## src/rtl/line_scan_pkg.sv

```systemverilog
// Shared state encoding and parameter defaults for the line-scan readout block.
// Latency: none, declarations only.
// Backpressure: none, declarations only.
package line_scan_pkg;

   localparam int DEF_NUM_CH     = 2;
   localparam int DEF_ADC_BITS   = 12;
   localparam int DEF_FRAME_BITS = 16;
   localparam int DEF_PIXELS     = 128;
   localparam int DEF_SLOT       = 36;
   localparam int DEF_INT_SLOTS  = 4;

   typedef enum logic [2:0] {
      IDLE,
      START_SLOT,
      PIXEL,
      TRAIL_SLOT,
      INTEGRATE
   } scan_state_t;

endpackage

```

## src/rtl/adc_shift_rx.sv

```systemverilog
// One ADC channel: shifts in a serial frame MSB first and keeps the trailing ADC_BITS as the result.
// Latency: result updates on the clock edge that takes in the last frame bit.
// Backpressure: none; result is held until the next capture.
module adc_shift_rx
   import line_scan_pkg::*;
#(
   parameter int FRAME_BITS = DEF_FRAME_BITS,
   parameter int ADC_BITS   = DEF_ADC_BITS
) (
   input  logic                clk,
   input  logic                reset,
   input  logic                shift,
   input  logic                capture,
   input  logic                sdata,
   output logic [ADC_BITS-1:0] result
);

   logic [FRAME_BITS-1:0] frame_sr;
   logic [FRAME_BITS-1:0] frame_nxt;
   logic                  unused_oldest;

   assign frame_nxt = {frame_sr[FRAME_BITS-2:0], sdata};
   // The oldest leading bit shifts out of the frame and carries no data.
   assign unused_oldest = frame_sr[FRAME_BITS-1];

   // Shift on each sample strobe; on the final sample keep the low ADC_BITS (leading bits dropped).
   always_ff @(posedge clk) begin
      if (!reset) begin
         frame_sr <= '0;
         result   <= '0;
      end else if (shift) begin
         frame_sr <= frame_nxt;
         if (capture) begin
            result <= frame_nxt[ADC_BITS-1:0];
         end
      end
   end

endmodule

```

## src/rtl/line_scan_readout.sv

```systemverilog
// Line-scan sensor clocking plus parallel serial-ADC readout, one result per channel per pixel slot.
// Latency: pix_valid at slot_cnt 2*FRAME_BITS+1 of each pixel slot; line_done on the last TRAIL_SLOT cycle.
// Backpressure: none; pix_data/pix_index hold until the next pix_valid and start while busy is ignored.
module line_scan_readout
   import line_scan_pkg::*;
#(
   parameter int NUM_CH     = DEF_NUM_CH,
   parameter int ADC_BITS   = DEF_ADC_BITS,
   parameter int FRAME_BITS = DEF_FRAME_BITS,
   parameter int PIXELS     = DEF_PIXELS,
   parameter int SLOT       = DEF_SLOT,
   parameter int INT_SLOTS  = DEF_INT_SLOTS,
   localparam int IDX_W     = (PIXELS > 1) ? $clog2(PIXELS) : 1
) (
   input  logic                       clk_20M,
   input  logic                       reset,
   input  logic                       start,
   input  logic                       continuous,
   input  logic [NUM_CH-1:0]          serial_data,
   output logic                       SI,
   output logic                       sensor_clk,
   output logic                       ADC_clk,
   output logic                       chip_select,
   output logic [NUM_CH*ADC_BITS-1:0] pix_data,
   output logic [IDX_W-1:0]           pix_index,
   output logic                       pix_valid,
   output logic                       busy,
   output logic                       line_done
);

   localparam int CNT_W  = (SLOT > 1) ? $clog2(SLOT) : 1;
   localparam int PC_MAX = (PIXELS > INT_SLOTS) ? PIXELS : INT_SLOTS;
   localparam int PC_W   = (PC_MAX > 1) ? $clog2(PC_MAX) : 1;

   localparam logic [CNT_W-1:0] CNT_LAST  = CNT_W'(SLOT - 1);
   localparam logic [CNT_W-1:0] CNT_HALF  = CNT_W'(SLOT / 2);
   localparam logic [CNT_W-1:0] CNT_QUART = CNT_W'(SLOT / 4);
   localparam logic [CNT_W-1:0] CNT_TWO   = CNT_W'(2);
   localparam logic [CNT_W-1:0] CNT_FRAME = CNT_W'(2 * FRAME_BITS);
   localparam logic [CNT_W-1:0] CNT_VALID = CNT_W'(2 * FRAME_BITS + 1);
   localparam logic [PC_W-1:0]  PIX_LAST  = PC_W'(PIXELS - 1);
   localparam logic [PC_W-1:0]  INT_LAST  = PC_W'((INT_SLOTS > 0) ? INT_SLOTS - 1 : 0);

   scan_state_t      state, state_nxt;
   logic [CNT_W-1:0] slot_cnt, cnt_nxt;
   logic [PC_W-1:0]  pix_cnt, pcnt_nxt;
   logic             cont_q, cont_nxt;
   logic             line_end;
   logic             si_d, sclk_d, adc_d, cs_d, pv_d, ld_d, busy_d;
   logic             frame_win;
   logic             shift_en, capture;

   // Next state and counters, then output decode from the next-state view so registered outputs align with slot_cnt.
   always_comb begin
      state_nxt = state;
      cnt_nxt   = slot_cnt;
      pcnt_nxt  = pix_cnt;
      cont_nxt  = cont_q;
      line_end  = 1'b0;

      if (state == IDLE) begin
         if (start) begin
            state_nxt = START_SLOT;
            cnt_nxt   = '0;
            cont_nxt  = continuous;
         end
      end else if (slot_cnt != CNT_LAST) begin
         cnt_nxt = slot_cnt + 1'b1;
      end else begin
         cnt_nxt = '0;
         case (state)
            START_SLOT: begin
               state_nxt = PIXEL;
               pcnt_nxt  = '0;
            end
            PIXEL: begin
               if (pix_cnt == PIX_LAST) begin
                  state_nxt = TRAIL_SLOT;
                  pcnt_nxt  = '0;
               end else begin
                  pcnt_nxt = pix_cnt + 1'b1;
               end
            end
            TRAIL_SLOT: begin
               if (INT_SLOTS > 0) begin
                  state_nxt = INTEGRATE;
                  pcnt_nxt  = '0;
               end else begin
                  line_end = 1'b1;
               end
            end
            INTEGRATE: begin
               if (pix_cnt == INT_LAST) begin
                  line_end = 1'b1;
               end else begin
                  pcnt_nxt = pix_cnt + 1'b1;
               end
            end
            default: state_nxt = IDLE;
         endcase
      end

      // Free-run needs continuous high both at the latched line start and still now; dropping it mid-line ends after this line.
      if (line_end) begin
         if (cont_q && continuous) begin
            state_nxt = START_SLOT;
            cont_nxt  = continuous;
         end else begin
            state_nxt = IDLE;
         end
      end

      frame_win = (state_nxt == PIXEL) && (cnt_nxt != '0) && (cnt_nxt <= CNT_FRAME);
      sclk_d    = ((state_nxt == PIXEL) || (state_nxt == TRAIL_SLOT)) && (cnt_nxt < CNT_HALF);
      si_d      = ((state_nxt == START_SLOT) && (cnt_nxt >= CNT_HALF)) ||
                  ((state_nxt == PIXEL) && (pcnt_nxt == '0) && (cnt_nxt < CNT_QUART));
      cs_d      = !frame_win;
      adc_d     = !(frame_win && cnt_nxt[0]);
      pv_d      = (state_nxt == PIXEL) && (cnt_nxt == CNT_VALID);
      ld_d      = (state_nxt == TRAIL_SLOT) && (cnt_nxt == CNT_LAST);
      busy_d    = (state_nxt != IDLE);
   end

   // FSM state, slot/pixel counters and the continuous-mode latch.
   always_ff @(posedge clk_20M) begin
      if (!reset) begin
         state    <= IDLE;
         slot_cnt <= '0;
         pix_cnt  <= '0;
         cont_q   <= 1'b0;
      end else begin
         state    <= state_nxt;
         slot_cnt <= cnt_nxt;
         pix_cnt  <= pcnt_nxt;
         cont_q   <= cont_nxt;
      end
   end

   // All sensor/ADC strobes come straight from flops so they are glitch-free.
   always_ff @(posedge clk_20M) begin
      if (!reset) begin
         SI          <= 1'b0;
         sensor_clk  <= 1'b0;
         ADC_clk     <= 1'b1;
         chip_select <= 1'b1;
         pix_valid   <= 1'b0;
         line_done   <= 1'b0;
         busy        <= 1'b0;
      end else begin
         SI          <= si_d;
         sensor_clk  <= sclk_d;
         ADC_clk     <= adc_d;
         chip_select <= cs_d;
         pix_valid   <= pv_d;
         line_done   <= ld_d;
         busy        <= busy_d;
      end
   end

   // Sample at the end of each cycle in which ADC_clk sits high after a rise (even slot_cnt 2..2*FRAME_BITS).
   assign shift_en = (state == PIXEL) && !slot_cnt[0] && (slot_cnt >= CNT_TWO) && (slot_cnt <= CNT_FRAME);
   assign capture  = shift_en && (slot_cnt == CNT_FRAME);

   // pix_index is taken together with the final sample so it matches pix_data.
   always_ff @(posedge clk_20M) begin
      if (!reset) begin
         pix_index <= '0;
      end else if (capture) begin
         pix_index <= IDX_W'(pix_cnt);
      end
   end

   for (genvar ch = 0; ch < NUM_CH; ch++) begin : g_ch
      adc_shift_rx #(
         .FRAME_BITS (FRAME_BITS),
         .ADC_BITS   (ADC_BITS)
      ) u_rx (
         .clk     (clk_20M),
         .reset   (reset),
         .shift   (shift_en),
         .capture (capture),
         .sdata   (serial_data[ch]),
         .result  (pix_data[ch*ADC_BITS +: ADC_BITS])
      );
   end

endmodule
```

## config.mk

```make
export PLATFORM = sky130hd
export DESIGN_NAME = line_scan_readout
export DESIGN_NICKNAME = d
export VERILOG_FILES = /design/src/rtl/line_scan_pkg.sv /design/src/rtl/adc_shift_rx.sv /design/src/rtl/line_scan_readout.sv
export SDC_FILE = /design/constraint.sdc
export NUM_CORES = 1
export LEC_CHECK = 0
export ABC_AREA = 0
export CORE_ASPECT_RATIO = 1.1
export CORE_MARGIN = 2
export CORE_UTILIZATION = 47
export CTS_BUF_LIST = sky130_fd_sc_hd__clkbuf_4
export CTS_CLUSTER_DIAMETER = 30
export DETAILED_ROUTE_END_ITERATION = 8
export PLACE_DENSITY = 0.66
export SYNTH_ARGS = -nofsm -noshare
export SYNTH_HDL_FRONTEND = slang
export SYNTH_SLANG_ARGS = --single-unit
```

## constraint.sdc

```tcl
create_clock -name clk_20M -period 2.67 [get_ports clk_20M]
set_input_delay 0.6675 -clock clk_20M [delete_from_list [all_inputs] [get_ports clk_20M]]
set_output_delay 0.6675 -clock clk_20M [all_outputs]
set_load 0.01 [all_outputs]
```

# Yosys cells after proc, flatten, opt, wreduce, memory -nomap -nowiden
# Index checks and enable logic that the tools add are counted.
# word_totals
register_bits	77
word_cells	85
output_inout_bits	38
# op_classes
n_reduce_logical	25
n_eq_ne	13
muxes	23
n_lt_le_gt_ge	6
addsub	2
# ops
operator	count
2-to-1 mux 7 bit	4
case mux 7 bit (3 select lines)	1
equality test 6 bit (second input constant)	3
2-to-1 mux 6 bit	3
2-to-1 mux 3 bit	5
logical AND 1 bit	14
equality test 3 x 2 -> 1 bit (second input constant)	4
less-or-equal comparator 6 bit (second input constant)	2
case mux 3 bit (4 select lines)	1
2-to-1 mux 1 bit	9
adder 7 x 1 -> 7 bit (second input constant)	1
equality test 7 x 2 -> 1 bit (second input constant)	1
equality test 7 bit (second input constant)	1
logical NOT 7 bit	1
adder 6 x 1 -> 6 bit (second input constant)	1
equality test 3 x 1 -> 1 bit (second input constant)	2
greater-or-equal comparator 6 x 2 -> 1 bit (second input constant)	1
greater-or-equal comparator 6 x 5 -> 1 bit (second input constant)	1
< comparator 6 x 4 -> 1 bit (second input constant)	1
< comparator 6 x 5 -> 1 bit (second input constant)	1
!= test 6 bit (second input constant)	1
nonzero test 6 bit	1
equality test 3 bit (second input constant)	1
logical NOT 1 bit	3
other kinds (5)	6

# Logic depth before layout (Yosys ltp)
# Gate-level depths: netlist of the first run.
# logic_depth
depth_word	11
ltp_mapped	8

# By module
# Synthesis of the first run repeated with hierarchy kept, for this count alone.
# hier_totals
hier_cells	390
area_unflattened_um2	3623.5
# by_module_without_submodules
mod	area_per_inst_um2	cells_per_inst	seq_area_each_um2	instances
adc_shift_rx	929.6	91	460.4	2
line_scan_readout	1764.2	208	620.6	1

# Worst setup path after synthesis of the first run
# OpenSTA, ideal clock, no wires.
# synth_timing
path_kind	reg-to-reg
start	register slot_cnt[2]
end	register SI
slack_ns	0.603
t_arrival_ns	1.998
required_time_ns	2.601
stages_incl_launch_ff	8
path_buffers	1
path_cell_list	dfxtp_1 > buf_6 > or4b_4 > nor4b_4 > and3_1 > o21ai_1 > a2111o_1 > o21ai_1
# synth_between
elab_chain_cells	8
# synth_lines
element	line	rtl
start: declaration	line_scan_readout.sv:45	logic [CNT_W-1:0] slot_cnt, cnt_nxt;
start signal: assignment	line_scan_readout.sv:133	slot_cnt <= cnt_nxt;
parallel branches: the longest is 7 deep, another holds adder 6 x 1 -> 6 bit	-	
logical OR 1 bit (*)	line_scan_readout.sv:115	si_d = ((state_nxt == START_SLOT) && (cnt_nxt >= CNT_HALF)) ||
end signal: assignment	line_scan_readout.sv:150	SI <= si_d;
end: declaration	line_scan_readout.sv:20	output logic SI,
# Every way passes the cells marked *.
# A chain may end at the register's enable or synchronous reset.

# Worst setup path in the final report of the first run
# layout_timing
start	register pix_cnt[0]
end	register SI
# layout_between
elab_chain_cells	10
# layout_lines
element	line	rtl
start: declaration	line_scan_readout.sv:46	logic [PC_W-1:0] pix_cnt, pcnt_nxt;
start signal: assignment	line_scan_readout.sv:134	pix_cnt <= pcnt_nxt;
parallel branches: the longest is 9 deep, another holds adder 7 x 1 -> 7 bit	-	
logical OR 1 bit (*)	line_scan_readout.sv:115	
# Marks and branches as above.

==> flow_summary_export.csv, run 1 <==
group,metric,value,unit
sta,timing.slew.headroom,41.2,%
clock_tree,clk_pin_slew,120,ps
floorplan,fp.dieH,93.6,um
clock_tree,clock-sinks,77,
floorplan,die_w,85.5,um
place,postPlaceCellArea,0.00392,mm2
route,dr.first_iter.drc_count,238,
logic_synthesis,ys_async_sr_fraction,0,%
setup_path,crit_fanout,9,
finish,mostFrequentLayoutCells,"77 x dfxtp_1, 74 x nand2_1, 45 x a21oi_1, 45 x nor2_1, 43 x clkdlybuf4s50_1",
setup_path,cp-end-kind,"flop",
place,dp_hpwl,5270,um
route,remaining_drc_errors,0,
clock_tree,hold_buffers,0,
sta,period_minus_slack,2360,ps
logic_synthesis,ys_warn_count,0,
global_route,antenna_found_initial,0,
route,viasPerCell,5.53,
clock_tree,cts_buffer_depth,2,
sta,final-hold-violation-count,0,
sta,whs,459,ps
sta,setup_viol,0,
setup_path,worstPathRequired,2970,ps
sta,worstMarginPinSlew,877,ps
logic_synthesis,ys.flop_type,"dfxtp_1",
pwr,irDropWorstVdd,315,uV
global_route,grt_pass1_vias,2775,
sta,clock_skew,10.8,ps
min_path,hold_class,"flop to flop",
route,first_pass_iters,5,
logic_synthesis,synthCells,411,
clock_tree,cts_buffers,9,
clock_tree,ctsResizeCount,0,
sta,finalMaxSlewViolations,0,
finish,diodes,0,
sta,fin_tns_setup,0,ps
logic_synthesis,ys_ff_latch,77,
floorplan,initial_core_util,48.7,%
job,drv_cap,0,
finish,post-route-util,57.9,%
setup_path,worst-setup-path-type,"flop to flop",
global_route,gr-total-overflow,0,
finish,nNetsFinal,456,
pwr,power.density,497,mW/mm2
finish,fin_area,0.00408,mm2
finish,fill_cells,646,
sta,max_freq,423,MHz
clock_tree,cts_tree,"yes",
logic_synthesis,synth.cell_area,0.00343,mm2
finish,syn2layout_area_growth,18.9,%
route,antenna_left,0,
route,vias,2967,
sta,rsz0062_at_grt,"false",
setup_path,worstPathArrival,2660,ps
global_route,grt_max_degree,43,
pwr,leakage,1.36,nW
setup_path,startpoint_type,"flop",
place,finalWeightedCongestion,0.928,
logic_synthesis,synth_nets,420,
floorplan,rows,32,
pwr,p_total,2.03,mW
floorplan,core,0.00705,mm2
logic_synthesis,syn_area_per_cell,8.35,um2
status,outcome,"complete, no violations",
clock_tree,clock-root-buffer,"clkbuf_4",
finish,mostFrequentLayoutCell,"dfxtp_1",
floorplan,dieArea,0.00800,mm2
global_route,grt_first_pass_wirelength,13100,um
floorplan,ios,44,
logic_synthesis,synth_edf_count,0,
clock_tree,htree_levels,3,
clock_tree,post_cts_buffers,0,
global_route,grt.total_usage,20.4,%
sta,fin_crit_sh,88.5,%
route,wirelength,7710,um
logic_synthesis,yosys.cell_types.count,57,
finish,drive_gt1_share,8.85,%
clock_tree,insertion_delay,400,ps
logic_synthesis,yosysSeqAreaShare,44.9,%
place,io_buffers,43,
route,wl_per_cell,14.4,um
## routing by layer
metal	global-route usage [%]	vias up	wire length, um
met4	8.07	0	124
met1	27.7	1374	3690
li1	-	1504	-
met2	31.1	77	3490
met3	4.94	12	403
met5	0	-	0
## registers in the layout, summed over array words and instances, names as in the netlist
signal,count
g_ch.u_rx.result,24
g_ch.u_rx.frame_sr,22
pix_cnt,7
pix_index,7
slot_cnt,6
state,3
ADC_clk,1
SI,1
busy,1
chip_select,1
cont_q,1
line_done,1
pix_valid,1
sensor_clk,1
## synthesized netlist by cell type, types with 2 or more instances
cell,number,area share [%]
a211oi_1,2,0.44
a21o_1,2,0.44
a21oi_1,45,6.6
a22oi_1,2,0.44
a31oi_1,3,0.55
and2_1,2,0.36
and3_1,5,0.91
buf_2,2,0.29
buf_4,2,0.44
buf_6,2,0.66
clkbuf_1,21,2.3
clkbuf_8,3,1.2
dfxtp_1,77,45
ha_1,3,1.1
inv_1,7,0.77
mux2i_1,22,6.4
nand2_1,74,8.1
nand3_1,12,1.7
nand4_1,4,0.73
nor2_1,46,5.0
nor3_1,7,1.0
nor4_1,6,1.1
nor4b_1,2,0.51
nor4b_4,2,1.4
o21a_1,2,0.44
o21ai_0,13,1.9
o21ai_1,2,0.29
o22ai_1,2,0.36
o31ai_1,2,0.44
or3_1,5,0.91
or4_1,2,0.44
xnor2_1,2,0.51
xor2_1,4,1.0
## cell families (layout without fill, tap and decap cells)
group	Yosys count	in the layout	synth area share (%)
mux	23	23	6.74
compound gates	85	85	14.5
flops	77	77	44.9
simple gates	180	180	25.6
buf+inv	37	78	5.65
xor+xnor	6	6	1.53
fa+ha+maj	3	3	1.09
## cell type report
cell class	instances	area (um2)	area share, %
clock inverters	7	90.1	2.21
flip-flops and latches	77	1540	37.8
inverters	7	26.3	0.644
clock buffers	9	67.6	1.66
repair buffers	55	546	13.4
multi-input cells	297	1700	41.8
well taps	85	106	2.61
## power by group
group | switching, mW | internal, mW | leakage (nW)
clock | 0.399 | 0.376 | 0.0850
sequential | 0.00804 | 1.15 | 0.621
combinational | 0.0572 | 0.0358 | 0.655
total | 0.465 | 1.56 | 1.36
## final timing paths
check | startpoint | to | slack (ps) | cells past startpoint
worst max-delay path | pix_cnt[0] | SI | 310 | 7
worst max register to register | pix_cnt[0] | SI | 310 | 7
worst min-delay path | g_ch[0].u_rx.result[9] | g_ch[0].u_rx.result[9] | 460 | 2
worst min register to register | g_ch[0].u_rx.result[9] | g_ch[0].u_rx.result[9] | 460 | 2
## critical path, cell delays in order, from the launching register on
cell      delay (ps)
dfxtp_1          520
ha_1             290
nand3_1          200
or3_1            410
a211oi_1         440
nor4_1           180
nand4b_1         140
o21ai_1           80
## stage by stage
step,std cells,worst slack [ps]
6_report,537,306
5_1_grt,537,78.3
4_1_cts,537,366
3_5_place_dp,521,64.5
3_3_place_gp,521,99.6
2_1_floorplan,411,603
(Power assumes the default switching activity.)
==> inputs of run 2 (changes only) <==
--- a/config.mk
+++ b/config.mk
@@ -16,3 +16,4 @@
 export SYNTH_ARGS = -nofsm -noshare
 export SYNTH_HDL_FRONTEND = slang
 export SYNTH_SLANG_ARGS = --single-unit
+export TNS_END_PERCENT = 5
==> results of run 2 <==
The final DEF is identical to that of run 1; final timing and power are the same.
